$ cat src/rtl/mem_arbiter_if.sv
// Requester-side port of the memory arbiter: one instance per requester (CPU, debug/loader).
// Carries the request level, access attributes, completion pulse and read-back data.
interface mem_arbiter_if #(
    parameter int WORD_W = 8,
    parameter int ADDR_W = 5
);
    // Handshake: the master raises req with rnw/addr/wdata stable and holds them until
    // ack; ack is a single-cycle pulse, and req must be low again in the cycle after ack
    // (a req still high when the arbiter returns to idle is taken as a new request).
    logic              req;
    logic              rnw;
    logic [ADDR_W-1:0] addr;
    logic [WORD_W-1:0] wdata;
    logic              ack;
    logic [WORD_W-1:0] rdata;

    modport master (
        output req, rnw, addr, wdata,
        input  ack, rdata
    );

    modport slave (
        input  req, rnw, addr, wdata,
        output ack, rdata
    );
endinterface

$ cat src/rtl/mem_arbiter.sv
// Shares one RAM between the CPU sequencer and the debug/loader port: round-robin on
// contention, a fixed ACC_CYCLES chip-select window per access, then a one-cycle ack.
module mem_arbiter #(
    parameter int WORD_W     = 8,
    parameter int ADDR_W     = 5,
    parameter int ACC_CYCLES = 2
) (
    input  logic              clock,
    input  logic              n_reset,
    mem_arbiter_if.slave      cpu,
    mem_arbiter_if.slave      dbg,
    output logic              mem_cs,
    output logic              mem_rnw,
    output logic [ADDR_W-1:0] mem_addr,
    output logic [WORD_W-1:0] mem_wdata,
    input  logic [WORD_W-1:0] mem_rdata,
    output logic              owner,
    output logic              busy,
    output logic [1:0]        state_dbg   // 0=IDLE, 1=ACCESS, 2=ACK
);

    typedef enum logic [1:0] {
        S_IDLE   = 2'd0,
        S_ACCESS = 2'd1,
        S_ACK    = 2'd2
    } state_t;

    localparam logic [3:0] CNT_INIT = 4'(ACC_CYCLES - 1);

    state_t            state;
    logic [3:0]        cnt;
    logic              cpu_ack_q;
    logic              dbg_ack_q;
    logic [WORD_W-1:0] cpu_rdata_q;
    logic [WORD_W-1:0] dbg_rdata_q;
    logic              pick_dbg;

    // Debug wins when it asks alone, or when both ask and the CPU was served last.
    assign pick_dbg = dbg.req && (!cpu.req || !owner);

    always_ff @(posedge clock or negedge n_reset) begin
        if (!n_reset) begin
            state       <= S_IDLE;
            cnt         <= '0;
            mem_cs      <= 1'b0;
            mem_rnw     <= 1'b1;
            mem_addr    <= '0;
            mem_wdata   <= '0;
            cpu_ack_q   <= 1'b0;
            dbg_ack_q   <= 1'b0;
            cpu_rdata_q <= '0;
            dbg_rdata_q <= '0;
            busy        <= 1'b0;
            owner       <= 1'b1;
        end else begin
            case (state)
                S_IDLE: begin
                    if (cpu.req || dbg.req) begin
                        owner     <= pick_dbg;
                        mem_rnw   <= pick_dbg ? dbg.rnw   : cpu.rnw;
                        mem_addr  <= pick_dbg ? dbg.addr  : cpu.addr;
                        mem_wdata <= pick_dbg ? dbg.wdata : cpu.wdata;
                        mem_cs    <= 1'b1;
                        busy      <= 1'b1;
                        cnt       <= CNT_INIT;
                        state     <= S_ACCESS;
                    end
                end
                S_ACCESS: begin
                    if (cnt == 4'd0) begin
                        // RAM data is valid on the last access cycle; only reads touch rdata.
                        if (mem_rnw) begin
                            if (owner) dbg_rdata_q <= mem_rdata;
                            else       cpu_rdata_q <= mem_rdata;
                        end
                        mem_cs  <= 1'b0;
                        mem_rnw <= 1'b1;
                        if (owner) dbg_ack_q <= 1'b1;
                        else       cpu_ack_q <= 1'b1;
                        state   <= S_ACK;
                    end else begin
                        cnt <= cnt - 4'd1;
                    end
                end
                S_ACK: begin
                    cpu_ack_q <= 1'b0;
                    dbg_ack_q <= 1'b0;
                    busy      <= 1'b0;
                    state     <= S_IDLE;
                end
                default: begin
                    state <= S_IDLE;
                end
            endcase
        end
    end

    assign cpu.ack   = cpu_ack_q;
    assign cpu.rdata = cpu_rdata_q;
    assign dbg.ack   = dbg_ack_q;
    assign dbg.rdata = dbg_rdata_q;
    assign state_dbg = state;

endmodule

$ cat src/flat_wrapper.sv
// flat-port wrapper written by rule: the top's interface ports become plain ports
module mem_arbiter_flat 
#(
    parameter int WORD_W     = 8,
    parameter int ADDR_W     = 5,
    parameter int ACC_CYCLES = 2
)
  (clock, n_reset, mem_cs, mem_rnw, mem_addr, mem_wdata, mem_rdata, owner, busy, state_dbg, cpu_req, cpu_rnw, cpu_addr, cpu_wdata, cpu_ack, cpu_rdata, dbg_req, dbg_rnw, dbg_addr, dbg_wdata, dbg_ack, dbg_rdata);
  mem_arbiter_if #(.WORD_W(WORD_W), .ADDR_W(ADDR_W)) cpu_i ();
  mem_arbiter_if #(.WORD_W(WORD_W), .ADDR_W(ADDR_W)) dbg_i ();
  input  logic clock;
  input  logic n_reset;
  output logic mem_cs;
  output logic mem_rnw;
  output logic [ADDR_W-1:0] mem_addr;
  output logic [WORD_W-1:0] mem_wdata;
  input  logic [WORD_W-1:0] mem_rdata;
  output logic owner;
  output logic busy;
  output logic [1:0] state_dbg;
  input wire logic [$bits(cpu_i.req)-1:0] cpu_req;
  input wire logic [$bits(cpu_i.rnw)-1:0] cpu_rnw;
  input wire logic [$bits(cpu_i.addr)-1:0] cpu_addr;
  input wire logic [$bits(cpu_i.wdata)-1:0] cpu_wdata;
  output wire logic [$bits(cpu_i.ack)-1:0] cpu_ack;
  output wire logic [$bits(cpu_i.rdata)-1:0] cpu_rdata;
  input wire logic [$bits(dbg_i.req)-1:0] dbg_req;
  input wire logic [$bits(dbg_i.rnw)-1:0] dbg_rnw;
  input wire logic [$bits(dbg_i.addr)-1:0] dbg_addr;
  input wire logic [$bits(dbg_i.wdata)-1:0] dbg_wdata;
  output wire logic [$bits(dbg_i.ack)-1:0] dbg_ack;
  output wire logic [$bits(dbg_i.rdata)-1:0] dbg_rdata;
  assign cpu_i.req = cpu_req;
  assign cpu_i.rnw = cpu_rnw;
  assign cpu_i.addr = cpu_addr;
  assign cpu_i.wdata = cpu_wdata;
  assign cpu_ack = cpu_i.ack;
  assign cpu_rdata = cpu_i.rdata;
  assign dbg_i.req = dbg_req;
  assign dbg_i.rnw = dbg_rnw;
  assign dbg_i.addr = dbg_addr;
  assign dbg_i.wdata = dbg_wdata;
  assign dbg_ack = dbg_i.ack;
  assign dbg_rdata = dbg_i.rdata;
  mem_arbiter #(.WORD_W(WORD_W), .ADDR_W(ADDR_W), .ACC_CYCLES(ACC_CYCLES)) u_core (.clock(clock), .n_reset(n_reset), .cpu(cpu_i), .dbg(dbg_i), .mem_cs(mem_cs), .mem_rnw(mem_rnw), .mem_addr(mem_addr), .mem_wdata(mem_wdata), .mem_rdata(mem_rdata), .owner(owner), .busy(busy), .state_dbg(state_dbg));
endmodule
$ cat config.mk
export PLATFORM = sky130hd
export DESIGN_NAME = mem_arbiter_flat
export DESIGN_NICKNAME = d
export VERILOG_FILES = /design/src/rtl/mem_arbiter_if.sv /design/src/rtl/mem_arbiter.sv /design/src/flat_wrapper.sv
export SDC_FILE = /design/constraint.sdc
export NUM_CORES = 1
export LEC_CHECK = 0
export CORE_MARGIN = 10
export CORE_UTILIZATION = 25
export CTS_CLUSTER_DIAMETER = 50
export DETAILED_ROUTE_END_ITERATION = 8
export GPL_ROUTABILITY_DRIVEN = 0
export MAX_ROUTING_LAYER = met4
export SLEW_MARGIN = 20
export SYNTH_ARGS = -nofsm -noshare
export SYNTH_HDL_FRONTEND = slang
export SYNTH_SLANG_ARGS = --single-unit
$ cat constraint.sdc
create_clock -name clock -period 4.5 [get_ports clock]
set_clock_uncertainty 0.15 [all_clocks]
set_input_delay 0.9 -clock clock [delete_from_list [all_inputs] [get_ports clock]]
set_output_delay 0.9 -clock clock [all_outputs]
set_load 0.05 [all_outputs]
==> results of run 1 <==
[sequential cells by signal, indices dropped and copies added, names as in the netlist, 2 cells and up]
register          cells
u_core.cnt            4
u_core.cpu.rdata      8
u_core.dbg.rdata      8
u_core.mem_addr       5
u_core.mem_wdata      8
u_core.state_dbg      2
[layer usage]
metal	GRT usage [%]	vias up	part of all wire (%)
met5	-	-	0
met2	13.59	56	48
li1	-	775	-
met1	10.58	767	44
met4	4.089	0	1.4
met3	2.341	4	7.1
[final cells by class]
cell class	count	area, um^2
tap	102	127.6
clock inverter	3	68.82
multi-input combinational	116	889.6
inverter	8	30.03
sequential	41	1028
clock buffer	5	68.82
fill	765	4831
timing repair buffer	77	763.2
[power by group]
part	switching, mW	total, mW	internal (mW)
Clock	0.137	0.360	0.223
Combinational	0.934	1.47	0.534
Sequential	0.124	0.675	0.551
Total	1.19	2.50	1.31
[worst reg2reg max path: cells and delay by family (launching register included)]
family	cells	cell delay, ps
adder cells (fa/ha/maj)	1	190
buffers and inverters	1	110
flip-flops	1	430
multiplexers	1	390
AND/OR/NAND/NOR	2	940
[per-stage QoR]
stage / util, % / cell area (um^2) / instances
floorplan: - / 2018 / 176
global placement: 36.36 / 2839 / 344
detailed placement: 36.36 / 2839 / 344
CTS: 38.13 / 2977 / 352
global route: 38.13 / 2977 / 352
finish: 38.13 / 2977 / 352
[cells in the final DEF (no fill, tap or decap), types with 2 or more instances in the layout]
master           count
nand3_1              2
o21ai_0             19
dfstp_2              2
mux2_2              16
clkdlybuf4s50_1     75
bufinv_16            2
o211ai_1             2
inv_1                7
mux2i_1             15
clkbuf_8             5
a31oi_1              2
nand2_1             16
ha_1                 6
nor2b_1              3
a21oi_1              8
nor4_1               3
dfrtp_1             39
nor2_1               2
[cell families after synthesis]
kind of cell               after synthesis  synth area share (%)
and+or+nand+nor                         40                 12.52
muxes                                   31                 16.37
DFF                                     41                 50.96
buffers and inverters                   19                 4.959
AOI/OAI and AO/OA                       39                 11.47
adders and majority gates                6                 3.720
[path summary, 6_finish.rpt]
check                      cells after the start  slack (ps)                       startpoint                              end
setup / recovery                               1        1630         u_core.owner$_DFFE_PN1P_                            owner
hold / removal                                 2         330  u_core.mem_wdata[5]$_DFFE_PN0P_  u_core.mem_wdata[5]$_DFFE_PN0P_
setup reg to reg                               5        2190        u_core.cnt[0]$_DFFE_PN0P_  u_core.dbg.rdata[4]$_DFFE_PN0P_
hold reg to reg                                2         330  u_core.mem_wdata[5]$_DFFE_PN0P_  u_core.mem_wdata[5]$_DFFE_PN0P_
max in group asynchronous                      1        3030                          n_reset  u_core.mem_wdata[3]$_DFFE_PN0P_
min in group asynchronous                      1         590                          n_reset       u_core.cpu.ack$_DFFE_PN0P_
==> flow_metrics.py, run 1 <==
metrics = {
    "power_and_ir_drop": {
        "p_leak_nw": 1.226,
        "p_per_area_nw_per_um2": 841.0,
        "totalPowerFinal_mw": 2.503,
        "ir_worst_vdd_mv": 0.2731,
    },
    "min_path": {
        "min_path_type": "reg2reg",
    },
    "clock_network": {
        "cts_root_buf": "clkbuf_8",
        "cts_sinks": 41,
        "htreeDepth": 2,
        "post-cts-setup-buffers": 0,
        "ctsHoldBuffers": 0,
        "numCtsBuffers": 5,
        "ctsResizeCount": 0,
        "cts_tree": "yes",
        "clkLatencyLatePin_ps": 290,
        "clk_pin_slew_ps": 80,
        "ctsLongestPathBuffers": 2,
    },
    "critical_path": {
        "path_delay_family": "buffers and inverters",
        "crit_buf_inv": 1,
        "endpoint_kind": "primary output",
        "worstPathArrival_ps": 1820,
        "slowest_delay_ps": 880,
        "worstPathCellList": "clkdlybuf4s50_1",
        "crit_fanout": 9,
        "worstPathRequired_ps": 3450,
        "crit_slowest_cell": "clkdlybuf4s50_1",
        "critPathKind": "reg2out",
        "cp-start-kind": "flop",
    },
    "global_routing": {
        "grt_antenna_before_repair": 0,
        "groute.usage.overall_pct": 8.842,
        "grt_max_degree": 42,
        "grt-ovfl-total": 0,
        "grt_pass1_vias": 1620,
        "grt_pass1_wl_um": 8176,
    },
    "die": {
        "rows": 32,
        "io-pin-count": 77,
        "dieArea_um2": 12070,
        "die_w_um": 109.9,
        "die_h_um": 109.9,
        "design.core.area_um2": 7807,
        "initial_core_util_pct": 25.85,
    },
    "drt": {
        "initialDrtViolationCount": 82,
        "viasPerCell": 4.551,
        "vias": 1602,
        "wirelength_um": 5302,
        "ant_nets": 0,
        "wl_per_cell_um": 15.06,
        "first_pass_iters": 4,
        "drcViolationCount": 0,
    },
    "status": {
        "outcome": "finished, final reports clean",
    },
    "synth": {
        "syn_inst": 176,
        "ys_async_sr_fraction_pct": 100.0,
        "avgSynthCellArea_um2": 11.47,
        "synth.distinct_cells": 42,
        "yosysSeqAreaShare_pct": 50.96,
        "yosys_most_used_dff": "dfrtp_1",
        "synth_edf_count": 0,
        "yosys-top-cells-count": "39 x dfrtp_1, 19 x o21ai_0, 16 x mux2_2, 16 x nand2_1, 15 x mux2i_1",
        "syn_area_um2": 2018,
        "yosysTopAreaCellShare_pct": 48.36,
        "synth_seq_cells": 41,
        "synth_top_area_cell": "dfrtp_1",
        "yosysMostFrequentCell": "dfrtp_1",
        "synth_nets": 222,
        "synth.area.top_cells": "dfrtp_1 48%, mux2_2 8.9%, mux2i_1 7.4%",
        "yosysWarnings": 0,
    },
    "timing": {
        "max_freq_ghz": 0.3479,
        "layout_setup_ws_ps": 1626,
        "min_period_over_period_pct": 63.87,
        "tightest_slew_ps": 1006,
        "holdWs_ps": 333.0,
        "slew_headroom_pct": 32.57,
        "rsz0062_at_grt": "false",
        "period_minus_slack_ps": 2874,
        "slew_viol_final": 0,
        "hold_viol_final": 0,
        "setup_viol": 0,
        "setup_tns_ps": 0,
    },
    "placed_design": {
        "pre_cts_ws_ps": 1402,
        "post-dp-hpwl_um": 3994,
        "io_buffer_count": 76,
    },
    "finish": {
        "drive_gt1_share_pct": 14.80,
        "area_growth_syn_to_layout_pct": 47.49,
        "diodes": 0,
        "fin_nets": 295,
    },
    "job": {
        "drv_cap": 0,
    },
}
Note: power is estimated with default switching activity, not from simulation.
==> run 2: changes to the inputs <==
==> constraint.sdc (replaced) <==
create_clock -name clock -period 2.7 [get_ports clock]
set_clock_uncertainty 0.15 [all_clocks]
set_input_delay 0.54 -clock clock [delete_from_list [all_inputs] [get_ports clock]]
set_output_delay 0.54 -clock clock [all_outputs]
set_load 0.05 [all_outputs]
==> run 2 against run 1 <==
Net effect: clock power is 9.2% higher; wire length rose by 1.2%; cell count increased by 0.57%; register-to-register slack got worse by 1800 ps; worst setup slack got worse by 1400 ps; critical endpoint unchanged; utilization fell by 0.46 points; sequential power grew 66%; largest cell class unchanged; flip-flop and latch count did not move.
==> flow_metrics.py, run 2 (same netlist as run 1, synthesis figures left out) <==
metrics = {
    "critical_path": {
        "worstPathRequired_ps": 2010,
        "crit_fanout": 9,
        "crit_slowest_cell": "clkdlybuf4s50_1",
        "worstPathCellList": "clkdlybuf4s50_1",
        "slowest_delay_ps": 860,
        "endpoint_kind": "primary output",
        "cp-start-kind": "flop",
        "worstPathArrival_ps": 1780,
        "crit_buf_inv": 1,
        "critPathKind": "reg2out",
        "path_delay_family": "buffers and inverters",
    },
    "finish": {
        "final_common_cell": "clkdlybuf4s50_1",
        "stdcell_area_um2": 2940,
        "area_growth_syn_to_layout_pct": 45.69,
        "fin_nets": 297,
        "final_core_utilization_pct": 37.66,
        "drive_gt1_share_pct": 15.48,
        "diodes": 0,
        "mostFrequentLayoutCells": "75 x clkdlybuf4s50_1, 39 x dfrtp_1, 19 x o21ai_0",
    },
    "status": {
        "outcome": "finished, final reports clean",
    },
    "drt": {
        "first_pass_iters": 4,
        "vias": 1555,
        "ant_nets": 0,
        "drcViolationCount": 0,
        "wirelength_um": 5368,
        "initialDrtViolationCount": 26,
        "viasPerCell": 4.393,
        "wl_per_cell_um": 15.16,
    },
    "die": {
        "design.core.area_um2": 7807,
        "rows": 32,
        "die_w_um": 109.9,
        "initial_core_util_pct": 25.85,
        "dieArea_um2": 12070,
        "io-pin-count": 77,
        "die_h_um": 109.9,
    },
    "global_routing": {
        "groute.usage.overall_pct": 9.164,
        "grtUsageMet3_pct": 2.867,
        "grt_pass1_wl_um": 8459,
        "met2_usage_pct": 13.76,
        "busiest_layer": "met2",
        "use_met1_pct": 11.30,
        "grt_pass1_vias": 1614,
        "grt-ovfl-total": 0,
        "grt_antenna_before_repair": 0,
        "grt_max_degree": 28,
    },
    "clock_network": {
        "cts_tree": "yes",
        "numCtsBuffers": 5,
        "cts_root_buf": "clkbuf_8",
        "post-cts-setup-buffers": 0,
        "ctsLongestPathBuffers": 2,
        "clkLatencyLatePin_ps": 280,
        "ctsHoldBuffers": 0,
        "cts_sinks": 41,
        "clk_pin_slew_ps": 80,
        "ctsResizeCount": 0,
        "htreeDepth": 2,
    },
    "timing": {
        "period_minus_slack_ps": 2471,
        "max_freq_ghz": 0.4046,
        "setup_viol": 0,
        "rsz0062_at_grt": "false",
        "min_period_over_period_pct": 91.53,
        "slew_viol_final": 0,
        "tightest_slew_ps": 537.5,
        "hold_viol_final": 0,
        "setup_tns_ps": 0,
        "slew_headroom_pct": 64.05,
    },
    "job": {
        "drv_cap": 0,
    },
    "power_and_ir_drop": {
        "ir_worst_vdd_mv": 0.5039,
        "p_per_area_nw_per_um2": 1350,
        "p_leak_nw": 1.211,
    },
    "placed_design": {
        "post-dp-hpwl_um": 4208,
        "io_buffer_count": 76,
        "place_area_um2": 2854,
    },
    "min_path": {
        "min_path_type": "in2async",
    },
}
## run 2: through the flow
| step | total power, mW | std cells | hold slack, ps | worst slack [ps] |
|---|---|---|---|---|
| floorplan | 2.804 | 176 | 94.41 | 456.1 |
| global placement | 3.592 | 346 | 311.9 | 429.8 |
| detailed placement | 3.627 | 346 | 319.4 | 366.5 |
| CTS | 4.037 | 354 | 56.61 | 201.9 |
| global route | 4.234 | 354 | 72.93 | 152.3 |
| finish | 3.968 | 354 | 39.75 | 228.6 |
## run 2: cell type report
type | count | area [um^2]
well taps | 102 | 127.6
clock inverters | 3 | 17.52
clock buffers | 5 | 68.82
repair buffers | 79 | 778.2
multi-input cells | 116 | 889.6
fillers | 809 | 4867
flip-flops and latches | 41 | 1028
inverters | 8 | 30.03
## run 2: path summary, 6_finish.rpt
check                                                start                               to  slack [ps]  cells after the start
setup reg to reg                 u_core.cnt[0]$_DFFE_PN0P_  u_core.dbg.rdata[5]$_DFFE_PN0P_         420                      5
min in group clock         u_core.mem_wdata[5]$_DFFE_PN0P_  u_core.mem_wdata[5]$_DFFE_PN0P_         330                      2
max in group asynchronous                          n_reset         u_core.owner$_DFFE_PN1P_        1620                      2
hold reg to reg            u_core.mem_wdata[5]$_DFFE_PN0P_  u_core.mem_wdata[5]$_DFFE_PN0P_         330                      2
hold / removal                                     n_reset        u_core.cnt[0]$_DFFE_PN0P_          40                      1
setup / recovery                  u_core.owner$_DFFE_PN1P_                            owner         230                      1
## run 2: report_power, final
| part | switching (mW) | leakage, nW | internal, mW | total [mW] |
|---|---|---|---|---|
| registers | 0.204 | 0.486 | 0.918 | 1.12 |
| clock network | 0.215 | 0.0439 | 0.179 | 0.393 |
| logic | 1.56 | 0.681 | 0.893 | 2.45 |
## run 2: metal layers
layer / wire (um) / share of wire, %
met5: 0 / 0
met4: 55 / 1.0
met3: 433 / 8.1
met2: 2524 / 47
met1: 2355 / 44
==> run 3: changes to the inputs <==
--- a/config.mk
+++ b/config.mk
@@ -11,6 +11,7 @@
 export DETAILED_ROUTE_END_ITERATION = 8
 export GPL_ROUTABILITY_DRIVEN = 0
 export MAX_ROUTING_LAYER = met4
+export SETUP_SLACK_MARGIN = 0.4
 export SLEW_MARGIN = 20
 export SYNTH_ARGS = -nofsm -noshare
 export SYNTH_HDL_FRONTEND = slang
==> run 3 against run 2 <==
Net effect: first-iteration DRC count increased by 3.8%; wire length increased by 0.26%; sequential share of layout area decreased by 0.074 points; highest routed layer unchanged.
==> flow_metrics.py, run 3 (same netlist as run 1, synthesis figures left out) <==
metrics = {
    "status": {
        "outcome": "finished, final reports clean",
    },
    "timing": {
        "slew_headroom_pct": 64.67,
        "slew_viol_final": 0,
        "hold_viol_final": 0,
        "rsz0062_at_grt": "false",
        "period_minus_slack_ps": 2196,
        "min_period_over_period_pct": 81.33,
        "max_freq_ghz": 0.4554,
        "setup_tns_ps": 0,
        "layout_setup_ws_ps": 504.0,
        "setup_viol": 0,
        "tightest_slew_ps": 532.0,
    },
    "clock_network": {
        "cts_sinks": 41,
        "ctsLongestPathBuffers": 2,
        "cts_tree": "yes",
        "clk_pin_slew_ps": 80,
        "ctsHoldBuffers": 0,
        "clkLatencyLatePin_ps": 280,
        "cts_root_buf": "clkbuf_8",
        "numCtsBuffers": 5,
        "htreeDepth": 2,
    },
    "drt": {
        "wl_per_cell_um": 15.16,
        "drcViolationCount": 0,
        "vias": 1558,
        "ant_nets": 0,
        "initialDrtViolationCount": 27,
        "wirelength_um": 5382,
        "viasPerCell": 4.389,
        "first_pass_iters": 4,
    },
    "die": {
        "design.core.area_um2": 7807,
        "dieArea_um2": 12070,
        "initial_core_util_pct": 25.85,
        "die_w_um": 109.9,
        "die_h_um": 109.9,
        "rows": 32,
        "io-pin-count": 77,
    },
    "critical_path": {
        "path_delay_family": "buffers and inverters",
        "critPathKind": "reg2out",
        "worstPathCellList": "clkdlybuf4s50_1",
        "endpoint_kind": "primary output",
        "crit_buf_inv": 1,
        "cp-start-kind": "flop",
        "slowest_delay_ps": 820,
        "crit_fanout": 4,
        "worstPathRequired_ps": 2010,
        "worstPathArrival_ps": 1510,
        "crit_slowest_cell": "clkdlybuf4s50_1",
    },
    "finish": {
        "area_growth_syn_to_layout_pct": 46.00,
        "final_common_cell": "clkdlybuf4s50_1",
        "fin_nets": 298,
        "drive_gt1_share_pct": 16.21,
        "final_cells": 355,
        "diodes": 0,
        "mostFrequentLayoutCells": "73 x clkdlybuf4s50_1, 39 x dfrtp_1, 19 x o21ai_0",
    },
    "global_routing": {
        "grt_max_degree": 28,
        "grt_pass1_wl_um": 8459,
        "groute.usage.overall_pct": 9.164,
        "grt_antenna_before_repair": 0,
        "grt_pass1_vias": 1614,
        "grt-ovfl-total": 0,
    },
    "min_path": {
        "min_path_type": "in2async",
    },
    "power_and_ir_drop": {
        "ir_worst_vdd_mv": 0.5027,
        "p_leak_nw": 1.217,
        "p_per_area_nw_per_um2": 1347,
    },
    "placed_design": {
        "post-dp-hpwl_um": 4208,
        "dp_cells": 346,
        "pre_cts_ws_ps": 366.5,
        "io_buffer_count": 76,
    },
    "job": {
        "drv_cap": 0,
    },
}
==> run 3: final cells by class <==
type                    count  area, um^2
clock buffers               5       68.82
clock inverters             3       17.52
fillers                   802        4861
inverters                   8       30.03
multi-input cells         116       890.9
flip-flops and latches     41        1028
well taps                 102       127.6
repair buffers             80       783.3
==> run 3: repair_timing <==
action,CTS,global route
setup endpoints to repair,2,8
gates resized for setup,2,1
buffers inserted,0,1
gates cloned,0,0
==> run 3: where the power goes <==
part / switching, mW / internal [mW] / total [mW]
Clock: 0.215 / 0.179 / 0.393
Combinational: 1.56 / 0.893 / 2.46
Sequential: 0.202 / 0.918 / 1.12
==> run 3: layer usage <==
metal | vias up | routed length [um] | share of wire [%] | GRT usage [%]
li1 | 778 | - | - | -
met1 | 730 | 2387 | 44 | 11.30
met2 | 48 | 2522 | 47 | 13.76
met3 | 2 | 417 | 7.7 | 2.867
met4 | 0 | 55 | 1.0 | 3.346
met5 | - | 0 | 0 | -
==> run 3: stage by stage <==
step	instance area (um^2)	hold slack, ps	total power, mW	util [%]
floorplan	2018	94.41	2.804	-
global placement	2854	311.9	3.592	36.55
detailed placement	2854	319.4	3.627	36.55
CTS	2938	56.61	4.027	37.63
global route	2947	72.93	4.235	37.74
finish	2947	38.68	3.970	37.74
==> run 3: path summary, 6_finish.rpt <==
kind	startpoint	endpoint	slack, ps	cells past startpoint
worst min register to register	u_core.mem_wdata[5]$_DFFE_PN0P_	u_core.mem_wdata[5]$_DFFE_PN0P_	330	2
worst min-delay path	n_reset	u_core.cnt[0]$_DFFE_PN0P_	40	1
worst max-delay path	u_core.state_dbg[1]$_DFFE_PN0P_	state_dbg[1]	500	1
min in group clock	u_core.mem_wdata[5]$_DFFE_PN0P_	u_core.mem_wdata[5]$_DFFE_PN0P_	330	2
max in group asynchronous	n_reset	u_core.owner$_DFFE_PN1P_	1620	2
worst max register to register	u_core.state_dbg[1]$_DFFE_PN0P_	u_core.mem_cs$_DFFE_PN0P_	640	5
